File: config.mk
export PLATFORM = sky130hd
export DESIGN_NAME = shift_add_multiplier_module
export DESIGN_NICKNAME = d
export VERILOG_FILES = /design/src/rtl/mult_pkg.sv /design/src/rtl/sixteen_bit_ripple_carry_adder_module.sv /design/src/rtl/shift_add_multiplier_module.sv
export SDC_FILE = /design/constraint.sdc
export NUM_CORES = 1
export LEC_CHECK = 0
export CORE_MARGIN = 4
export CORE_UTILIZATION = 24
export CTS_CLUSTER_SIZE = 28
export DETAILED_ROUTE_END_ITERATION = 8
export SLEW_MARGIN = 15
export SYNTH_ARGS = -nofsm -noshare
export SYNTH_HDL_FRONTEND = slang
export SYNTH_SLANG_ARGS = --single-unit
File: constraint.sdc
create_clock -name clk -period 10.6 [get_ports clk]
set_clock_uncertainty 0.15 [all_clocks]
set_input_delay 2.12 -clock clk [delete_from_list [all_inputs] [get_ports clk]]
set_output_delay 2.12 -clock clk [all_outputs]
set_load 0.01 [all_outputs]
File: src/rtl/mult_pkg.sv
// mult_pkg: shared widths, iteration limit and FSM encoding for the shift-add multiplier
package mult_pkg;
  localparam int WIDTH = 16;
  localparam int PROD_W = 32;
  localparam int CNT_W = 5;
  localparam logic [CNT_W-1:0] LAST_ITER = 5'd15;
  localparam logic [1:0] IDLE = 2'd0;
  localparam logic [1:0] RUN = 2'd1;
  localparam logic [1:0] DONE = 2'd2;
endpackage

File: src/rtl/sixteen_bit_ripple_carry_adder_module.sv
// sixteen_bit_ripple_carry_adder_module: 16-bit ripple-carry adder built from full-adder cells
module sixteen_bit_ripple_carry_adder_module (
  input  logic [15:0] a,
  input  logic [15:0] b,
  input  logic        cin,
  output logic [15:0] sum,
  output logic        cout
);
  logic [16:0] w_c;
  assign w_c[0] = cin;
  for (genvar i = 0; i < 16; i++) begin : g_fa
    assign sum[i] = a[i] ^ b[i] ^ w_c[i];
    assign w_c[i+1] = (a[i] & b[i]) | (w_c[i] & (a[i] ^ b[i]));
  end
  assign cout = w_c[16];
endmodule

File: src/rtl/shift_add_multiplier_module.sv
// shift_add_multiplier_module: sequential 16x16 unsigned multiplier, one add-and-shift per clock
module shift_add_multiplier_module #(
  parameter int WIDTH = 16,
  parameter int CNT_W = 5
) (
  input  logic                 clk,
  input  logic                 rst,
  input  logic                 start,
  input  logic [WIDTH-1:0]     a,
  input  logic [WIDTH-1:0]     b,
  output logic                 busy,
  output logic                 done,
  output logic [2*WIDTH-1:0]   product
);
  import mult_pkg::*;
  logic [1:0]         r_state;
  logic [CNT_W-1:0]   r_cnt;
  logic [WIDTH-1:0]   r_mcand;
  logic [WIDTH-1:0]   r_hi;
  logic [WIDTH-1:0]   r_lo;
  logic [2*WIDTH-1:0] r_product;
  logic [WIDTH-1:0]   w_addend;
  logic [WIDTH-1:0]   w_sum;
  logic               w_cout;
  logic               w_accept;
  logic [2*WIDTH-1:0] w_next;
  assign w_accept = start && (r_state == IDLE || r_state == DONE);
  assign w_addend = r_lo[0] ? r_mcand : '0;
  assign w_next = {w_cout, w_sum, r_lo[WIDTH-1:1]};
  assign busy = r_state == RUN;
  assign done = r_state == DONE;
  assign product = r_product;
  sixteen_bit_ripple_carry_adder_module u_add (
    .a(r_hi),
    .b(w_addend),
    .cin(1'b0),
    .sum(w_sum),
    .cout(w_cout)
  );
  // FSM, iteration counter and accumulator; the adder carry becomes the new top bit each step
  always_ff @(posedge clk or posedge rst) begin
    if (rst) begin
      r_state <= IDLE;
      r_cnt <= '0;
      r_mcand <= '0;
      r_hi <= '0;
      r_lo <= '0;
      r_product <= '0;
    end else if (w_accept) begin
      r_mcand <= a;
      r_lo <= b;
      r_hi <= '0;
      r_cnt <= '0;
      r_state <= RUN;
    end else if (r_state == RUN) begin
      {r_hi, r_lo} <= w_next;
      r_cnt <= r_cnt + 1'b1;
      if (r_cnt == LAST_ITER) begin
        r_state <= DONE;
        r_product <= w_next;
      end
    end else begin
      r_state <= IDLE;
    end
  end
endmodule
==> impl_metrics.csv <==
group,metric,value,unit
outcome,outcome,"finished clean",
clock_network,cts_sinks,87,
logic_synthesis,synth_top_family_by_area,"simple AND/OR/NAND/NOR gates",
clock_network,cts_root_buf,"clkbuf_16",
drt,wl_per_cell,14.4,um
clock_network,clk_latency,340,ps
logic_synthesis,synthCells,341,
power,leakage,2.17,nW
clock_network,post-cts-setup-buffer-count,0,
logic_synthesis,synth_cell_type_count,30,
logic_synthesis,synth_compound_area_frac,0.106,
power,ir_drop,0.000120,V
timing,fin_setup_tns,0,ps
critical_path,crit_path_end_kind,"flop",
logic_synthesis,syn_area_per_cell,11.3,um^2
critical_path,cp-start-kind,"flop",
power,pwr-share-seq,0.401,
floorplanning,io_pins,69,
floorplanning,dieWidth,134,um
hold_path,hold_class,"flop to flop",
timing,setup_viol_count_final,0,
timing,fin_crit_sh,0.701,
critical_path,arrival,7470,ps
power,p_comb_frac,0.366,
power,switching_share,0.348,
clock_network,cts_resized,0,
timing,setup_ws,3170,ps
cells_and_area,fin_nets,455,
floorplanning,die_h,134,um
drt,wl,8.90,mm
critical_path,critical_path.max_stage_delay,660,ps
critical_path,worstPathCellList,"and2_1 > ha_1 > inv_1 > fa_1 > fa_1 > fa_1 > fa_1 > fa_1 > fa_1 > fa_1 > fa_1 > fa_1 > fa_1 > fa_1 > fa_1 > fa_1 > fa_1 > fa_1 > o21ai_0",
critical_path,crit_top_cell,"fa_1",
timing,relSlewSlack,0.323,
place,hpwl,6.15,mm
clock_network,cts_buffers,9,
cells_and_area,multiInputGateArea,1470,um^2
global_routing,grt_overflow,0,
floorplanning,initial_core_util,0.249,
place,gp_congestion,0.756,
drt,drt-initial-drc-count,110,
cells_and_area,utilization,0.325,
critical_path,cp.required,10640,ps
drt,avgViaCountPerCell,4.25,
job,drv_cap,0,
cells_and_area,final-seq-area,2180,um^2
timing,drv_slew,0,
logic_synthesis,synth_xor_area_frac,0.00228,
critical_path,cp_max_fo,17,
power,clkPwrFrac,0.234,
logic_synthesis,yosysSeqAreaShare,0.567,
logic_synthesis,netlist_area,3840,um^2
clock_network,htree_levels,3,
cells_and_area,fill_cells,1580,
timing,period_needed,7430,ps
power,power.density,289,nW/um^2
place,place_ws,3140,ps
clock_network,cts_hold_buf,0,
drt,drcViolationCount,0,
logic_synthesis,synth-seq-cells,87,
global_routing,antenna_found_initial,0,
floorplanning,fp.dieArea,18100,um^2
global_routing,grt_pass1_wl,14.9,mm
floorplanning,core,15400,um^2
logic_synthesis,synthAdderAreaFrac,0.0880,
logic_synthesis,synthMuxAreaShare,0.0495,
clock_network,cts_tree,"done",
critical_path,cp_slowest_cell,"dfrtp_1",
power,p_int,0.947,mW
timing,timing_hold_violations_final,0,
global_routing,grt_max_degree,51,
floorplanning,core.rowCount,45,
timing,tightestPinTransition,1010,ps
critical_path,crit_type,"flop to flop",
global_routing,grtUsageTotal,0.105,
drt,ant_nets,0,
power,p_switching,0.506,mW
drt,dr.pass1.iters,4,
logic_synthesis,synth_fp_nets,394,
cells_and_area,num_antenna_cells,0,
clock_network,path_clk_slew,70,ps
cells_and_area,syn_to_final_growth,30.8,%
logic_synthesis,yosys.area_share.simple,0.135,
timing,rsz0062_at_grt,"no",
logic_synthesis,yosys_warnings,0,
global_routing,grt_pass1_vias,2950,
place,portBuffers,68,
clock_network,cts_buffer_depth,2,
drt,vias,2622,
timing,fmax,0.135,GHz
timing,worst_hold_slack,320,ps
cells_and_area,drive_gt1_frac,0.116,
[through the flow]
step                power, mW  instances  area (um^2)
global route             1.58        617         5020
detailed placement       1.13        602         4700
CTS                      1.48        617         5020
global placement         1.11        602         4700
floorplan               0.912        341         3840
finish                   1.45        617         5020
[cells in the mapped netlist]
cell type | number | area (um^2)
a22o_1 | 1 | 8.76
a22oi_1 | 7 | 52.6
a22oi_2 | 8 | 100
and2_1 | 1 | 6.26
and3_1 | 1 | 6.26
buf_1 | 1 | 3.75
buf_2 | 10 | 50.1
buf_4 | 1 | 7.51
buf_6 | 3 | 33.8
clkbuf_1 | 7 | 26.3
dfrtp_1 | 87 | 2180
fa_1 | 15 | 300
ha_1 | 3 | 37.5
inv_1 | 19 | 71.3
inv_4 | 1 | 6.26
mux2_2 | 16 | 180
mux2i_1 | 1 | 10.0
nand2_1 | 95 | 357
nand2b_1 | 2 | 12.5
nand3_1 | 16 | 80.1
nand3b_1 | 2 | 15.0
nand4_1 | 1 | 6.26
nor2_1 | 2 | 7.51
nor2_4 | 1 | 11.3
nor2b_1 | 2 | 12.5
nor3_1 | 1 | 5.00
o21ai_0 | 18 | 90.1
o22ai_1 | 1 | 6.26
o2bb2ai_1 | 17 | 149
xor2_1 | 1 | 8.76
[worst max-delay path: cells and delay by family, from the launching register on]
kind / cells / cell delay [ps]
AND/OR/NAND/NOR: 1 / 200
AO/OA/AOI/OAI: 1 / 90
buffers and inverters: 1 / 50
adder cells (fa/ha/maj): 16 / 6130
flip-flops: 1 / 660
[cells in the final DEF, fill, tap and decap left out, types with 3 or more instances in the layout]
master,instances
buf_4,4
ha_1,3
mux2_2,16
nand2_1,95
a22oi_1,7
dfrtp_1,87
o21ai_0,18
nand3_1,16
clkdlybuf4s50_1,68
inv_1,18
o2bb2ai_1,17
a22oi_2,8
fa_1,15
clkbuf_16,9
[power groups by stage]
stage / Combinational [mW] / Sequential (mW) / Clock (mW)
4_1_cts: 0.546 / 0.585 / 0.350
3_5_place_dp: 0.545 / 0.588 / 0
3_3_place_gp: 0.526 / 0.585 / 0
5_1_grt: 0.608 / 0.604 / 0.367
2_1_floorplan: 0.338 / 0.574 / 0
6_report: 0.531 / 0.582 / 0.340
[path summary, 6_finish.rpt]
kind	endpoint	startpoint	slack, ps	cells after the start
max	product[30]	r_lo[0]	3170	19
min reg2reg	r_mcand[0]	r_mcand[0]	320	2
max in group asynchronous	r_lo[8]	rst	7190	3
min in group asynchronous	r_hi[5]	rst	2020	2
min	r_mcand[0]	r_mcand[0]	320	2
max reg2reg	product[30]	r_lo[0]	3170	19
[per-layer routing]
layer / global-route usage / wire [um] / vias to the layer above
li1: - / - / 1248
met5: 0 / 0 / -
met1: 0.123 / 3770 / 1317
met2: 0.182 / 4570 / 52
met4: 0.0294 / 69 / 0
met3: 0.0391 / 485 / 5
[sequential cells by signal, indices dropped and copies added (netlist names)]
signal / count
r_lo: 16
r_state: 2
r_mcand: 16
product: 32
r_hi: 16
r_cnt: 5
[kinds of logic (layout without fill, tap and decap cells)]
family / Yosys count / count (layout)
simple gates: 124 / 124
flops: 87 / 87
compound gates: 52 / 52
buf+inv: 42 / 107
fa+ha+maj: 18 / 18
mux: 17 / 17
xor+xnor: 1 / 1
[layout make-up]
class / instances / area share
Clock buffer: 9 / 0.0449
Clock inverter: 6 / 0.0187
Sequential cell: 87 / 0.434
Tap cell: 211 / 0.0526
Timing Repair Buffer: 72 / 0.142
Inverter: 20 / 0.0157
Multi-Input combinational cell: 212 / 0.293
No activity file was read; power rests on OpenSTA's default activity.
